[config.mk]
export PLATFORM = sky130hd
export DESIGN_NAME = game_sequencer
export DESIGN_NICKNAME = d
export VERILOG_FILES = /design/src/rtl/game_sequencer.sv
export SDC_FILE = /design/constraint.sdc
export NUM_CORES = 1
export LEC_CHECK = 0
export ABC_AREA = 0
export BUFFER_PORTS_ARGS = -buffer_cell sky130_fd_sc_hd__buf_4
export CORE_ASPECT_RATIO = 1.4
export CORE_MARGIN = 2
export CORE_UTILIZATION = 45
export CTS_CLUSTER_DIAMETER = 120
export DETAILED_ROUTE_END_ITERATION = 16
export GPL_TIMING_DRIVEN = 1
export PLACE_DENSITY = 0.67
export SYNTH_ARGS = -nofsm -noshare
export SYNTH_HDL_FRONTEND = slang
export SYNTH_SLANG_ARGS = --single-unit
[constraint.sdc]
create_clock -name frame_clk -period 3.95 [get_ports frame_clk]
set_input_delay 0.1975 -clock frame_clk [delete_from_list [all_inputs] [get_ports frame_clk]]
set_output_delay 0.1975 -clock frame_clk [all_outputs]
set_load 0.1 [all_outputs]
[src/rtl/game_sequencer.sv]
// Frame-rate game sequencer: start key handling, scoring, scroll episodes and
// platform placement for a single-ball bounce game.
module game_sequencer #(
  parameter int unsigned SCROLL_LINE   = 240,
  parameter int unsigned SCROLL_FRAMES = 30,
  parameter int unsigned SCROLL_STEP   = 2,
  parameter logic [7:0]  START_KEY     = 8'h2C
) (
  input  logic       frame_clk,
  input  logic       Reset,
  input  logic [7:0] keycode,
  input  logic [9:0] ball_y,
  input  logic       bounce,
  output logic [1:0] game_state,
  output logic       ball_reset,
  output logic [1:0] scroll_dy,
  output logic [6:0] score,
  output logic [6:0] hi_score,
  output logic [9:0] plat_x0,
  output logic [9:0] plat_x1,
  output logic [9:0] plat_x2,
  output logic [9:0] plat_y0,
  output logic [9:0] plat_y1,
  output logic [9:0] plat_y2
);

  typedef enum logic [1:0] {
    ATTRACT = 2'b00,
    PLAY    = 2'b01,
    SCROLL  = 2'b10,
    OVER    = 2'b11
  } state_t;

  localparam int unsigned  CNT_W    = $clog2(SCROLL_FRAMES + 1);
  localparam logic [CNT_W-1:0] CNT_LOAD = CNT_W'(SCROLL_FRAMES);
  localparam logic [CNT_W-1:0] CNT_ONE  = CNT_W'(1);
  localparam logic [9:0]   LINE     = 10'(SCROLL_LINE);
  localparam logic [10:0]  STEP11   = 11'(SCROLL_STEP);
  localparam logic [1:0]   STEP2    = 2'(SCROLL_STEP);
  localparam logic [6:0]   SCORE_MAX = 7'd99;
  localparam logic [9:0]   DEF_X [3] = '{10'd240, 10'd165, 10'd317};
  localparam logic [9:0]   DEF_Y [3] = '{10'd470, 10'd455, 10'd450};

  state_t           state;
  logic [CNT_W-1:0] scroll_cnt;
  logic [9:0]       lfsr;
  logic             key_prev;
  logic [9:0]       px [3];
  logic [9:0]       py [3];

  logic             key_now;
  logic             key_press;
  logic [10:0]      ball_bottom;
  logic             bottom;
  logic [6:0]       score_inc;
  logic [8:0]       slice [3];
  logic [10:0]      y_sum [3];
  logic [9:0]       x_scrolled [3];
  logic [9:0]       y_scrolled [3];

  // NOTE: every always_comb output gets a value on every path, so no latches are inferred.
  always_comb begin
    key_now     = (keycode == START_KEY);
    key_press   = key_now && !key_prev;
    ball_bottom = {1'b0, ball_y} + 11'd10;
    bottom      = (ball_bottom >= 11'd479);
    score_inc   = (score >= SCORE_MAX) ? SCORE_MAX : score + 7'd1;
    slice[0]    = lfsr[8:0];
    slice[1]    = lfsr[9:1];
    slice[2]    = {lfsr[0], lfsr[9:2]};
    for (int i = 0; i < 3; i++) begin
      y_sum[i] = {1'b0, py[i]} + STEP11;
      if (y_sum[i] >= 11'd480) begin
        y_scrolled[i] = 10'd40;
        x_scrolled[i] = 10'd40 + {1'b0, slice[i]};
      end else begin
        y_scrolled[i] = y_sum[i][9:0];
        x_scrolled[i] = px[i];
      end
    end
  end

  // NOTE: all state uses non-blocking assignments so every register samples pre-edge values.
  always_ff @(posedge frame_clk) begin
    if (Reset) begin
      state      <= ATTRACT;
      ball_reset <= 1'b0;
      scroll_dy  <= 2'd0;
      score      <= 7'd0;
      hi_score   <= 7'd0;
      scroll_cnt <= '0;
      lfsr       <= 10'h3FF;
      key_prev   <= 1'b0;
      px         <= DEF_X;
      py         <= DEF_Y;
    end else begin
      key_prev   <= key_now;
      lfsr       <= {lfsr[8:0], lfsr[9] ^ lfsr[6]};
      ball_reset <= 1'b0;
      unique case (state)
        ATTRACT: begin
          if (key_press) begin
            state      <= PLAY;
            score      <= 7'd0;
            px         <= DEF_X;
            py         <= DEF_Y;
            ball_reset <= 1'b1;
          end
        end
        PLAY: begin
          if (bottom) begin
            state <= OVER;
            if (score > hi_score) hi_score <= score;
          end else if (bounce) begin
            score <= score_inc;
            if (ball_y < LINE) begin
              state      <= SCROLL;
              scroll_cnt <= CNT_LOAD;
              scroll_dy  <= STEP2;
            end
          end
        end
        SCROLL: begin
          // A floor hit abandons the scroll on the spot; platforms stay put.
          if (bottom) begin
            state      <= OVER;
            scroll_dy  <= 2'd0;
            scroll_cnt <= '0;
            if (score > hi_score) hi_score <= score;
          end else begin
            if (bounce) score <= score_inc;
            px         <= x_scrolled;
            py         <= y_scrolled;
            scroll_cnt <= scroll_cnt - CNT_ONE;
            if (scroll_cnt == CNT_ONE) begin
              state     <= PLAY;
              scroll_dy <= 2'd0;
            end
          end
        end
        OVER: begin
          if (key_press) state <= ATTRACT;
        end
        default: state <= ATTRACT;
      endcase
    end
  end

  assign game_state = state;
  assign plat_x0    = px[0];
  assign plat_x1    = px[1];
  assign plat_x2    = px[2];
  assign plat_y0    = py[0];
  assign plat_y1    = py[1];
  assign plat_y2    = py[2];

endmodule

Word-level counts from Yosys, hierarchy flattened
Cells that the tools add are included.

storage, ports and cells
  bits in registers = 95
  bits of input ports = 21
  output and inout bits = 79
  word-level logic and storage cells = 103

cells by class
  add/sub/neg operators = 9
  $lt $le $gt $ge = 7
  eq/ne operators = 19
  mux-type cells = 35
  bitwise logic cells = 2
  reductions and logical operators = 17

operator list
  operator                                              count
  2-to-1 mux 30 bit                                     4
  one-hot mux 30 bit (2 select lines)                   2
  2-to-1 mux 10 bit                                     6
  >= comparator 11 x 9 -> 1 bit, second input constant  4
  adder 10 x 2 -> 11 bit, second input constant         3
  adder 6 x 9 -> 10 bit, first input constant           3
  2-to-1 mux 7 bit                                      4
  2-to-1 mux 2 bit                                      10
  2-to-1 mux 5 bit                                      4
  inequality test 2 bit, second input constant          10
  AND reduction 4 bit                                   5
  one-hot mux 7 bit (2 select lines)                    1
  adder 10 x 4 -> 11 bit, second input constant         1
  < comparator 10 x 8 -> 1 bit, second input constant   1
  one-hot mux 5 bit (2 select lines)                    1
  AND reduction 5 bit                                   2
  inequality test 3 bit, second input constant          3
  == test 8 x 6 -> 1 bit, second input constant         1
  one-hot mux 2 bit (4 select lines)                    1
  adder 7 x 1 -> 7 bit, second input constant           1
  >= comparator 7 bit, second input constant            1
  > comparator 7 bit                                    1
  AND reduction 3 bit                                   2
  nonzero test 2 bit                                    3
  13 further kinds                                      15

Logic depth before layout (Yosys ltp)
Gate-level depths: netlist (run 1).

  word-level depth = 5
  gate-level depth with buffers = 12
  depth with buffers taken out = 9

Least setup slack after synthesis (run 1)
No wires, ideal clock.

  path kind = reg2reg
  from = register py, in the netlist plat_y2[1]
  to = register px, in the netlist plat_x2[0]
  library setup time = 0.120 ns
  arrival time = 2.842 ns
  required time = 3.830 ns
  path slack = 0.988 ns
  stages on the path, launching flop included = 10
  path buffers = 1
  period minus slack after synthesis = 2.962 ns
  cells stage by stage = dfxtp_1 > ha_1 > nand3_1 > nor3_1 > nand2_1 > a32oi_1 > o41ai_1 > or2_2 > buf_2 > o22a_1

between the ends
  longest elaborated chain between the ends = 4

RTL lines
  item                             line  RTL
  start, declared                  49    logic [9:0] py [3];
  start signal, assigned           133   py <= y_scrolled;
  adder 10 x 2 -> 11 bit           72    y_sum[i] = {1'b0, py[i]} + STEP11;
  >= comparator 11 x 9 -> 1 bit    73    if (y_sum[i] >= 11'd480) begin
  inequality test 2 bit (no line)  n/a
  AND reduction 4 bit (no line)    n/a
  end signal, assigned             132   px <= x_scrolled;
  end, declared                    48    logic [9:0] px [3];

Every way passes these cells.
A chain may end at the register's enable or synchronous reset.

Worst setup path in the final report (run 1)
  from = register state[1], in the netlist game_state[1]
  to = register px, in the netlist plat_x1[4]

between the ends
  longest elaborated chain between the ends = 3
  elaborated cells between the ends (all ways) = 8
  classes of those cells = eq/ne: 4; mux: 1; reduce/logical: 3

RTL lines
  item                                                                   line  RTL
  start, declared                                                        44    state_t state;
  start signal, assigned                                                 86    state <= ATTRACT;
  start signal, assigned                                                 103   state <= PLAY;
  start signal, assigned                                                 112   state <= OVER;
  == test 2 bit or logical NOT 2 bit (tied branches)                     100   unique case (state)
  inequality test 2 bit (no line) or nonzero test 2 bit (tied branches)  n/a
  AND reduction 4 bit (no line)                                          n/a

Several ways; a longest one is shown, not always the timed one.

==> results.md, run 1 <==
- Outcome: finished, final reports clean
- Via/cell ratio: just under 6
- Worst-Skew Late Latency: approximately 350 ps
- Final setup viols: 0
- Final Max Tran Viols: 0
- Register area share after synthesis: 36.8%
- CP cell instances: inv_1, ha_1, inv_1, or3_4, a21boi_4, o31a_1, buf_4, nor2_2, a211oi_1
- Clock share of power: between 40% and 50%
- Mapped cell area: between 5000 and 6000 sq um
- Worst EP arrival: 3180 ps
- Final WL: 13100 microns
- 1st-pass router iterations: 5
- Crit Path Class: flip-flop to flip-flop
- Compound-Gate Fraction of Synth Area: approximately a fifth
- Internal Pwr Total: around 1600 uW
- Worst Path Max Fanout: 20
- Total die area: 12000 sq um
- Final estimated routing congestion in global placement: ~0.84
- Site Rows: between 40 and 50
- Relative slew slack: around 37%
- Dominant cells by area after synthesis: dfxtp_1 37%, ha_1 6.2%, mux2i_1 5.2%
- XOR/XNOR Fraction of Synth Area: under 10%
- Slowest-stage cell, CP: o31a_1
- Layout cell share with drive strength beyond 1: between 20% and 30%
- Synthesized area per cell: between 8 and 9 sq um
- Worst slew pin tran: around 940 ps
- Die Height: around 130 microns
- IO Port Bufs: 96
- Die X: a little over 90 microns
- Pwr Density: approximately 380 nW/um^2
- Sum Neg Setup Slack: 0 ps
- Ys flop type: dfxtp_1
- Yosys reg bits: 92
- Post-layout instance area: 6130 sq um
- Filler cell count: 1001
- P_sw: about 680 uW
- Seq pwr share: 41.8%
- Max-Cap Viols: 0
- Worst setup SP type: flip-flop
- N_diodes: 0
- Routed Antenna Nets: 0
- Remaining Overflow, GRT: 0
- CP Capture Type: flip-flop
- Post-synth EDFFs: 0
- Cells after synthesis: between 500 and 600
- CTS root buffer: clkbuf_16
- Drt wl/cell: between 15 and 20 microns
- RSZ-0062 raised after global routing: no
- Netlist cell types: 72
- Core area: between 10000 and 15000 sq um
- Synth top area share: roughly 37%
- DRT iter0 DRCs: 220
- Drt drc: 0
- Simple-gate portion of the synthesized area: a little under a quarter
- Peak VDD IR: around 0.29 mV
- Vias after detailed routing: 4769
- Initial antenna violation count: 0
- Fmax: approximately 340 MHz
- Hold Buf Count CTS: 0
- Clock Sinks: 92
- Largest net degree at the start of global routing: 39
- Vias in the first global route: 4540
- Top Ports: 100
- Setup bufs post-CTS: 0
- Tmin final: 2930 ps
- Area delta synth->final: 22.3%
- Adder-cell share of the synthesized area: 6.24%
- Required time worst endpoint: ~4200 ps
- Slowest stage delay, CP: 620 ps
- GRT Util Overall: 22.1%
- First-pass GRT wire length: ~22000 microns
- Gate power share: 16.8%
- Nets: 724
- Mux cell area share after synthesis: approximately 5.9%
- Main combinational cell family by area after synthesis: simple AND/OR/NAND/NOR gates
- Final-report hold violation count: 0
- Static leakage: around 0.0025 uW
- Clock Tree Buf Depth: 2
- Asr flop ratio synth: 0%
- Post-detail-place hpwl: between 9000 and 10000 microns
- Num CTS Buffers: 9
- TritonCTS clock tree: built
- Hold slack: ~200 ps
- Worst path most repeated cell: inv_1
- YS warnings: 0
- Clock Pin Slew Worst Setup and Hold Paths: 70 ps
- Period utilisation layout: ~74%
- Cell taking the most area after synthesis: dfxtp_1
- # resized after CTS: 0
- Worst hold-check path type: input port to flip-flop
- Net Sw Frac: between 20% and 30%
- Initial Util: 46.1%
- Dpl cell area: approximately 5800 sq um
- Clock Skew: about 8 ps
- H-tree lvl count: 3
==> flip-flops by register name, indices dropped and copies added (netlist names) <==
| register | count |
|---|---|
| ball_reset | 1 |
| game_state | 2 |
| hi_score | 7 |
| key_prev | 1 |
| lfsr | 10 |
| plat_x0 | 10 |
| plat_x1 | 10 |
| plat_x2 | 10 |
| plat_y0 | 9 |
| plat_y1 | 10 |
| plat_y2 | 9 |
| score | 7 |
| scroll_cnt | 5 |
| scroll_dy | 1 |
==> worst paths after layout <==
| path | start | to | slack, ps | cells after the start |
|---|---|---|---|---|
| setup / recovery | game_state[1] | plat_x1[4] | 1020 | 9 |
| hold / removal | keycode[2] | key_prev | 200 | 3 |
| setup reg to reg | game_state[1] | plat_x1[4] | 1020 | 9 |
| hold reg to reg | plat_x0[8] | plat_x0[8] | 460 | 2 |
==> synth_stat cells (4+ instances only) <==
library cell / number
a21o_1: 5
a21oi_1: 37
a221o_1: 5
a22o_1: 4
a2bb2oi_1: 5
a311oi_1: 4
a31oi_1: 8
and3_1: 6
clkbuf_1: 21
dfxtp_1: 92
ha_1: 25
inv_1: 20
mux2i_1: 26
nand2_1: 66
nand3_1: 28
nand4_1: 12
nor2_1: 53
nor2b_1: 10
nor3_1: 7
nor3b_1: 5
o211ai_1: 10
o21ai_0: 30
o22ai_1: 4
o31ai_1: 6
or2_2: 9
or3_1: 7
or4_1: 7
xnor2_1: 12
==> power by group through the flow <==
stage / clock network [uW] / registers [uW] / logic, uW
detailed placement: 0 / 987 / 382
global placement: 0 / 985 / 374
finish: 957 / 967 / 388
global route: 1010 / 968 / 419
floorplan: 0 / 1040 / 226
CTS: 975 / 965 / 384
==> critical path: cells and delay by family, from the launching register on <==
kind | cells | cell delay [ps]
AOI/OAI and AO/OA | 3 | 1160
adders and majority gates | 1 | 260
buffers and inverters | 3 | 650
DFF | 1 | 500
and+or+nand+nor | 2 | 260
==> metrics by stage <==
step	std cells	total power, uW	utilization, %	worst slack (ps)
after detailed placement	808	1370	53.3	1020
after global routing	824	2400	56.4	841
after global placement	808	1360	53.3	1130
final	824	2310	56.4	1020
after floorplan	598	1270	-	988
after CTS	824	2320	56.4	1010
==> cell families after synthesis <==
group	count (synthesis)
AND/OR/NAND/NOR	231
AO/OA/AOI/OAI	154
flip-flops	92
buffers and inverters	50
multiplexers	29
adder cells (fa/ha/maj)	25
XOR/XNOR	14
other	1
==> layer usage <==
| metal | routed length, microns | GRT usage [%] |
|---|---|---|
| met4 | 384 | 10.6 |
| met2 | 6440 | 38.0 |
| met1 | 5610 | 26.2 |
| met5 | 0 | 0 |
| met3 | 705 | 4.80 |
==> layout make-up <==
type | instances | area (sq um) | share of cell area, %
Sequential cell | 92 | 1840 | 30.1
Tap cell | 141 | 176 | 2.88
Multi-Input combinational cell | 456 | 2960 | 48.3
Clock inverter | 6 | 93.8 | 1.53
Clock buffer | 10 | 239 | 3.90
Timing Repair Buffer | 98 | 736 | 12.0
Inverter | 21 | 78.8 | 1.29
==> layout by cell type (no fill, tap or decap), types with 7 or more instances in the layout <==
master,netlist,final
dfxtp_1,92,92
a31oi_1,8,8
o21ai_0,30,29
xnor2_1,12,12
nor2b_1,10,10
inv_1,20,20
clkbuf_16,0,9
nand4_1,12,12
or2_2,9,9
nand3_1,28,28
nor2_1,53,52
o211ai_1,10,10
mux2i_1,26,26
ha_1,25,25
a21oi_1,37,37
nand2_1,66,66
buf_4,3,98
or4_1,7,7
nor3_1,7,7
or3_1,7,7
Note: power is estimated with default switching activity, not from simulation.
==> inputs of run 2 (changes only) <==
- PLACE_DENSITY: 0.67 -> 0.7
- clock period: 3.95 -> 2.5 ns (I/O delays scaled with it)
==> run 2 against run 1 <==
Against the previous run:
- core utilization increased by 3.8 points
- worst hold slack got worse by 27 ps
- highest routed layer unchanged
- global-route usage grew 0.50 points
- fmax grew 22%
- setup slack lost 930 ps
- largest power group unchanged
- largest cell class unchanged
==> results.md, run 2 (synthesis gave the netlist of run 1 again) <==
- Worst slew pin tran: 699 ps (-242 ps)
- Clock Tree Buf Depth: 2 (unchanged)
- Final estimated routing congestion in global placement: 0.865 (+2.5%)
- Fmax: 416 MHz (+22%)
- Remaining Overflow, GRT: 0 (unchanged)
- Static leakage: 0.00275 uW (+8.0%)
- Most frequent cells in the layout: 133 x buf_4, 70 x dfxtp_1, 66 x nand2_1
- Crit Path Class: flip-flop to flip-flop
- Commonest non-fill, non-tap cell in the layout: buf_4
- Via/cell ratio: 5.70 (-1.5%)
- Drt wl/cell: 15.8 microns (-0.65%)
- DRT iter0 DRCs: 216 (-1.8%)
- Peak VDD IR: 0.541 mV (+89%)
- Worst-Skew Late Latency: 340 ps (about the same)
- Nets: 762 (+5.2%)
- Core area: 10900 sq um (unchanged)
- Total die area: 12000 sq um (unchanged)
- Tmin final: 2410 ps (-519 ps)
- Routed Antenna Nets: 0 (unchanged)
- Worst EP arrival: 2640 ps (-540 ps)
- First-pass GRT wire length: 22100 microns (+2.8%)
- Max-Cap Viols: 0 (unchanged)
- Final Max Tran Viols: 0 (unchanged)
- Post-detail-place hpwl: 9880 microns (+2.4%)
- Site Rows: 45 (unchanged)
- TritonCTS clock tree: built
- CP cell instances: ha_4, or4b_1, o211ai_1, a32oi_1, o41ai_2, buf_4, nor2_1, a22o_1
- Die Height: 129 microns (unchanged)
- Final setup viols: 0 (unchanged)
- Vias in the first global route: 4716 (+3.9%)
- IO Port Bufs: 96 (unchanged)
- Relative slew slack: 53.2% (+16 points)
- Worst hold-check path type: input port to flip-flop
- Initial Util: 46.1% (unchanged)
- Outcome: finished, final reports clean
- Final WL: 13700 microns (+3.9%)
- Slowest-stage cell, CP: or4b_1
- Top Ports: 100 (unchanged)
- 1st-pass router iterations: 4 (-1)
- Final Util: 60.2% (+3.8 points)
- Hold slack: 169 ps (-27.4 ps)
- Pwr Density: 563 nW/um^2 (+49%)
- Drt drc: 0 (unchanged)
- Slowest stage delay, CP: 460 ps (-160 ps)
- Clock Sinks: 92 (unchanged)
- Clock Pin Slew Worst Setup and Hold Paths: 70 ps (about the same)
- H-tree lvl count: 3 (unchanged)
- Die X: 93.2 microns (unchanged)
- Initial antenna violation count: 0 (unchanged)
- Largest net degree at the start of global routing: 39 (unchanged)
- CTS root buffer: clkbuf_16
- Sum Neg Setup Slack: 0 ps (unchanged)
- Pre-CTS setup slack: -181 ps (-1200 ps)
- Worst Path Max Fanout: 6 (-70%)
- N_diodes: 0 (unchanged)
- Num CTS Buffers: 9 (unchanged)
- GRT Util Overall: 22.6% (+0.50 points)
- Buf/Inv on CP: 1 (-2)
- Delay-heaviest family, CP: compound AO/OA/AOI/OAI gates
- CP Capture Type: flip-flop
- Layout cell share with drive strength beyond 1: 28.7% (+8.5 points)
- Period utilisation layout: 96.2% (+22 points)
- Hold Buf Count CTS: 0 (unchanged)
- Clock Skew: 4.67 ps (-3.20 ps)
- Vias after detailed routing: 4916 (+3.1%)
- Final-report hold violation count: 0 (unchanged)
- Worst setup SP type: flip-flop
- Slack of the critical path: 94.1 ps (-931 ps)
- Required time worst endpoint: 2740 ps (-1470 ps)
- Area delta synth->final: 30.6%
- RSZ-0062 raised after global routing: no
run 2: cell type report:
| class | count | area, sq um |
|---|---|---|
| multi-input combinational | 456 | 3020 |
| clock buffer | 11 | 254 |
| clock inverter | 5 | 62.6 |
| fill | 949 | 4320 |
| timing repair buffer | 136 | 1060 |
| sequential | 92 | 1890 |
| inverter | 21 | 78.8 |
| tap | 141 | 176 |
run 2: worst reg2reg max path: stages (launching register included):
cell	delay, ps
dfxtp_4	370
ha_4	170
or4b_1	460
o211ai_1	160
a32oi_1	190
o41ai_2	450
buf_4	180
nor2_1	70
a22o_1	250
run 2: path summary, 6_finish.rpt:
path                   start    endpoint  slack, ps  cells after the start
setup / recovery  plat_y2[1]  plat_x2[6]         90                      8
hold / removal    keycode[2]    key_prev        170                      4
setup reg to reg  plat_y2[1]  plat_x2[6]         90                      8
hold reg to reg   plat_x0[2]  plat_x0[2]        460                      2
run 2: routing by layer:
metal  GRT usage [%]  part of all wire [%]  vias up
met5               0                     0        -
met4            10.1                   2.5        0
met3            4.74                   4.5       27
met2            39.4                    51      141
met1            26.7                    42     2329
li1                -                     -     2419
run 2: report_power, final:
part	switching (uW)	total (uW)	internal (uW)
combinational	458	714	256
clock	598	1450	848
sequential	31.9	1520	1490
total	1090	3680	2600
run 2: timing repair:
| item | CTS | global route |
|---|---|---|
| endpoints found under the setup margin | 11 | 28 |
| gates resized for setup | 1 | 13 |
| buffers inserted | 0 | 15 |
| pin swaps | 0 | 7 |
| gates cloned | 0 | 1 |
run 2: through the flow:
| stage | area (sq um) | total power, uW | instances |
|---|---|---|---|
| detailed placement | 6030 | 2240 | 830 |
| finish | 6540 | 3680 | 862 |
| floorplan | 5070 | 2010 | 598 |
| global route | 6540 | 3820 | 862 |
| CTS | 6350 | 3680 | 846 |
| global placement | 6030 | 2230 | 830 |
==> inputs of run 3 (changes only) <==
- RECOVER_POWER: unset -> 100
==> run 3 against run 2 <==
Against the previous run:
- non-clock buffer count unchanged
- cell count unchanged
- final area shrank 5.2%
- worst hold slack improved by 24 ps
- sequential power about the same
- setup slack gained 12 ps
- clock skew up 0.66 ps
==> results.md, run 3 (synthesis gave the netlist of run 1 again) <==
- Die X: 93.2 microns (unchanged)
- GRT Util Overall: 22.6% (unchanged)
- Hold slack: 193 ps (+24.5 ps)
- RSZ-0062 raised after global routing: no
- Clock Tree Buf Depth: 2 (unchanged)
- First-pass GRT wire length: 22100 microns (unchanged)
- Die Height: 129 microns (unchanged)
- Filler cell count: 1045 (+10%)
- H-tree lvl count: 3 (unchanged)
- Area delta synth->final: 23.8%
- Final-report hold violation count: 0 (unchanged)
- Worst-Skew Late Latency: 340 ps (about the same)
- Site Rows: 45 (unchanged)
- Dpl cell area: 6030 sq um (unchanged)
- Pwr Density: 587 nW/um^2 (+4.2%)
- Clock Sinks: 92 (unchanged)
- FF-to-FF Start: plat_y2[1]
- Commonest non-fill, non-tap cell in the layout: clkbuf_1
- Hold Startpoint: Reset
- IO Port Bufs: 96 (unchanged)
- CTS root buffer: clkbuf_16
- Fmax: 418 MHz (+0.52%)
- Outcome: finished, final reports clean
- Nets: 762 (unchanged)
- Initial antenna violation count: 0 (unchanged)
- 1st-pass router iterations: 5 (+1)
- Net Sw Frac: 29.6% (+0.067 points)
- Crit Path Class: flip-flop to flip-flop
- Clock share of power: 39.6% (+0.3 points)
- Tmin final: 2390 ps (-12.3 ps)
- Seq pwr share: 41.9% (+0.6 points)
- Layout cell share with drive strength beyond 1: 16.4% (-12 points)
- Vias after detailed routing: 4951 (+0.71%)
- Via/cell ratio: 5.74 (+0.71%)
- DRT iter0 DRCs: 257 (+19%)
- Worst EP arrival: 2630 ps (about the same)
- Top Ports: 100 (unchanged)
- TritonCTS clock tree: built
- P_sw: 1080 uW (-0.96%)
- Final WL: 13600 microns (-0.62%)
- Routed Antenna Nets: 0 (unchanged)
- Internal Pwr Total: 2560 uW (-1.3%)
- Post-detail-place hpwl: 9880 microns (unchanged)
- Total die area: 12000 sq um (unchanged)
- Drt wl/cell: 15.7 microns (-0.62%)
- Vias in the first global route: 4716 (unchanged)
- Core area: 10900 sq um (unchanged)
- Peak VDD IR: 0.541 mV (-0.12%)
- Post-layout instance area: 6200 sq um (-5.2%)
- Relative slew slack: 19.0% (-34 points)
- Most frequent cells in the layout: 83 x clkbuf_1, 70 x dfxtp_1, 66 x nand2_1
- Clock Skew: 5.33 ps (+0.655 ps)
- N_diodes: 0 (unchanged)
- Clock Pin Slew Worst Setup and Hold Paths: 70 ps (about the same)
- Period utilisation layout: 95.7% (-0.49 points)
- Worst hold-check path type: input port to flip-flop
- Number of cells on the worst reg-to-reg path: 8 (unchanged)
- Final estimated routing congestion in global placement: 0.865 (unchanged)
- Slack of the critical path: 106 ps (+12.3 ps)
- Static leakage: 0.00245 uW (-11%)
- Worst setup SP type: flip-flop
- Num CTS Buffers: 9 (unchanged)
- Final setup viols: 0 (unchanged)
- Pre-CTS setup slack: -181 ps (unchanged)
- Largest net degree at the start of global routing: 39 (unchanged)
- Drt drc: 0 (unchanged)
- Remaining Overflow, GRT: 0 (unchanged)
- Worst slew pin tran: 1220 ps (+521 ps)
- Hold endpoint: hi_score[3]
- Worst hold path depth: 2 (-2)
- CP Capture Type: flip-flop
- Reg2reg setup slack: 110 ps (about the same)
- Max-Cap Viols: 0 (unchanged)
- Required time worst endpoint: 2740 ps (about the same)
- Gate power share: 18.6% (-0.8 points)
- Reg2reg end: plat_x2[6]
- Final Max Tran Viols: 0 (unchanged)
- Worst Path Max Fanout: 6 (unchanged)
- Sum Neg Setup Slack: 0 ps (unchanged)
- Initial Util: 46.1% (unchanged)
run 3: changes by cell type in the layout (fill, tap and decap cells not counted), sizes merged:
cell / previous run / this run
buf: 135 / 46
clkbuf: 12 / 101
run 3: worst max-delay path by stage:
stage                              from          to  slack, ps  cells after the start
after floorplan              plat_y2[3]  plat_x2[3]          7                      8
after global placement        ball_y[1]  plat_x2[6]        -90                     11
after detailed placement      ball_y[1]  plat_x2[6]       -180                     11
after CTS                 game_state[1]  plat_y1[8]         40                      9
after global routing         plat_y2[1]  plat_x2[7]          2                      8
final                        plat_y2[1]  plat_x2[6]        110                      8
run 3: per-layer routing:
layer | vias up | global-route usage [%] | wire length (microns)
met3 | 27 | 4.74 | 706
li1 | 2422 | - | -
met1 | 2325 | 26.7 | 5690
met4 | 0 | 10.1 | 350
met5 | - | 0 | 0
met2 | 177 | 39.4 | 6830
run 3: power by group through the flow:
stage	clock network (uW)	registers, uW	logic [uW]
floorplan	0	1650	357
global placement	0	1550	674
detailed placement	0	1550	687
CTS	1470	1520	694
global route	1520	1530	730
finish	1440	1520	676
run 3: area by class of cell:
class	count	area (sq um)	share of cell area, %
clock inverters	5	62.6	1.01
repair buffers	136	753	12.1
flip-flops and latches	92	1890	30.5
well taps	141	176	2.84
multi-input cells	456	2990	48.2
clock buffers	11	254	4.10
inverters	21	78.8	1.27
run 3: repair_timing:
item                       4_1_cts  5_1_grt
cloned                           0        1
setup endpoints to repair       11       28
hold buffers                     0        0
pin swaps                        0        7
buffers inserted                 0       15
gates resized for setup          1       13
run 3: per-stage QoR:
stage / power, uW / cells / util, %
finish: 3640 / 862 / 57.1
detailed placement: 2240 / 830 / 55.5
global route: 3780 / 862 / 57.1
CTS: 3680 / 846 / 58.5
floorplan: 2010 / 598 / -
global placement: 2230 / 830 / 55.5
run 3: critical path, cell delays in order, from the launching register on:
cell and delay (ps):
dfxtp_4 370, ha_4 170, or4b_1 460, o211ai_1 160
a32oi_1 190, o41ai_2 440, buf_4 180, nor2_1 70
a22o_1 250
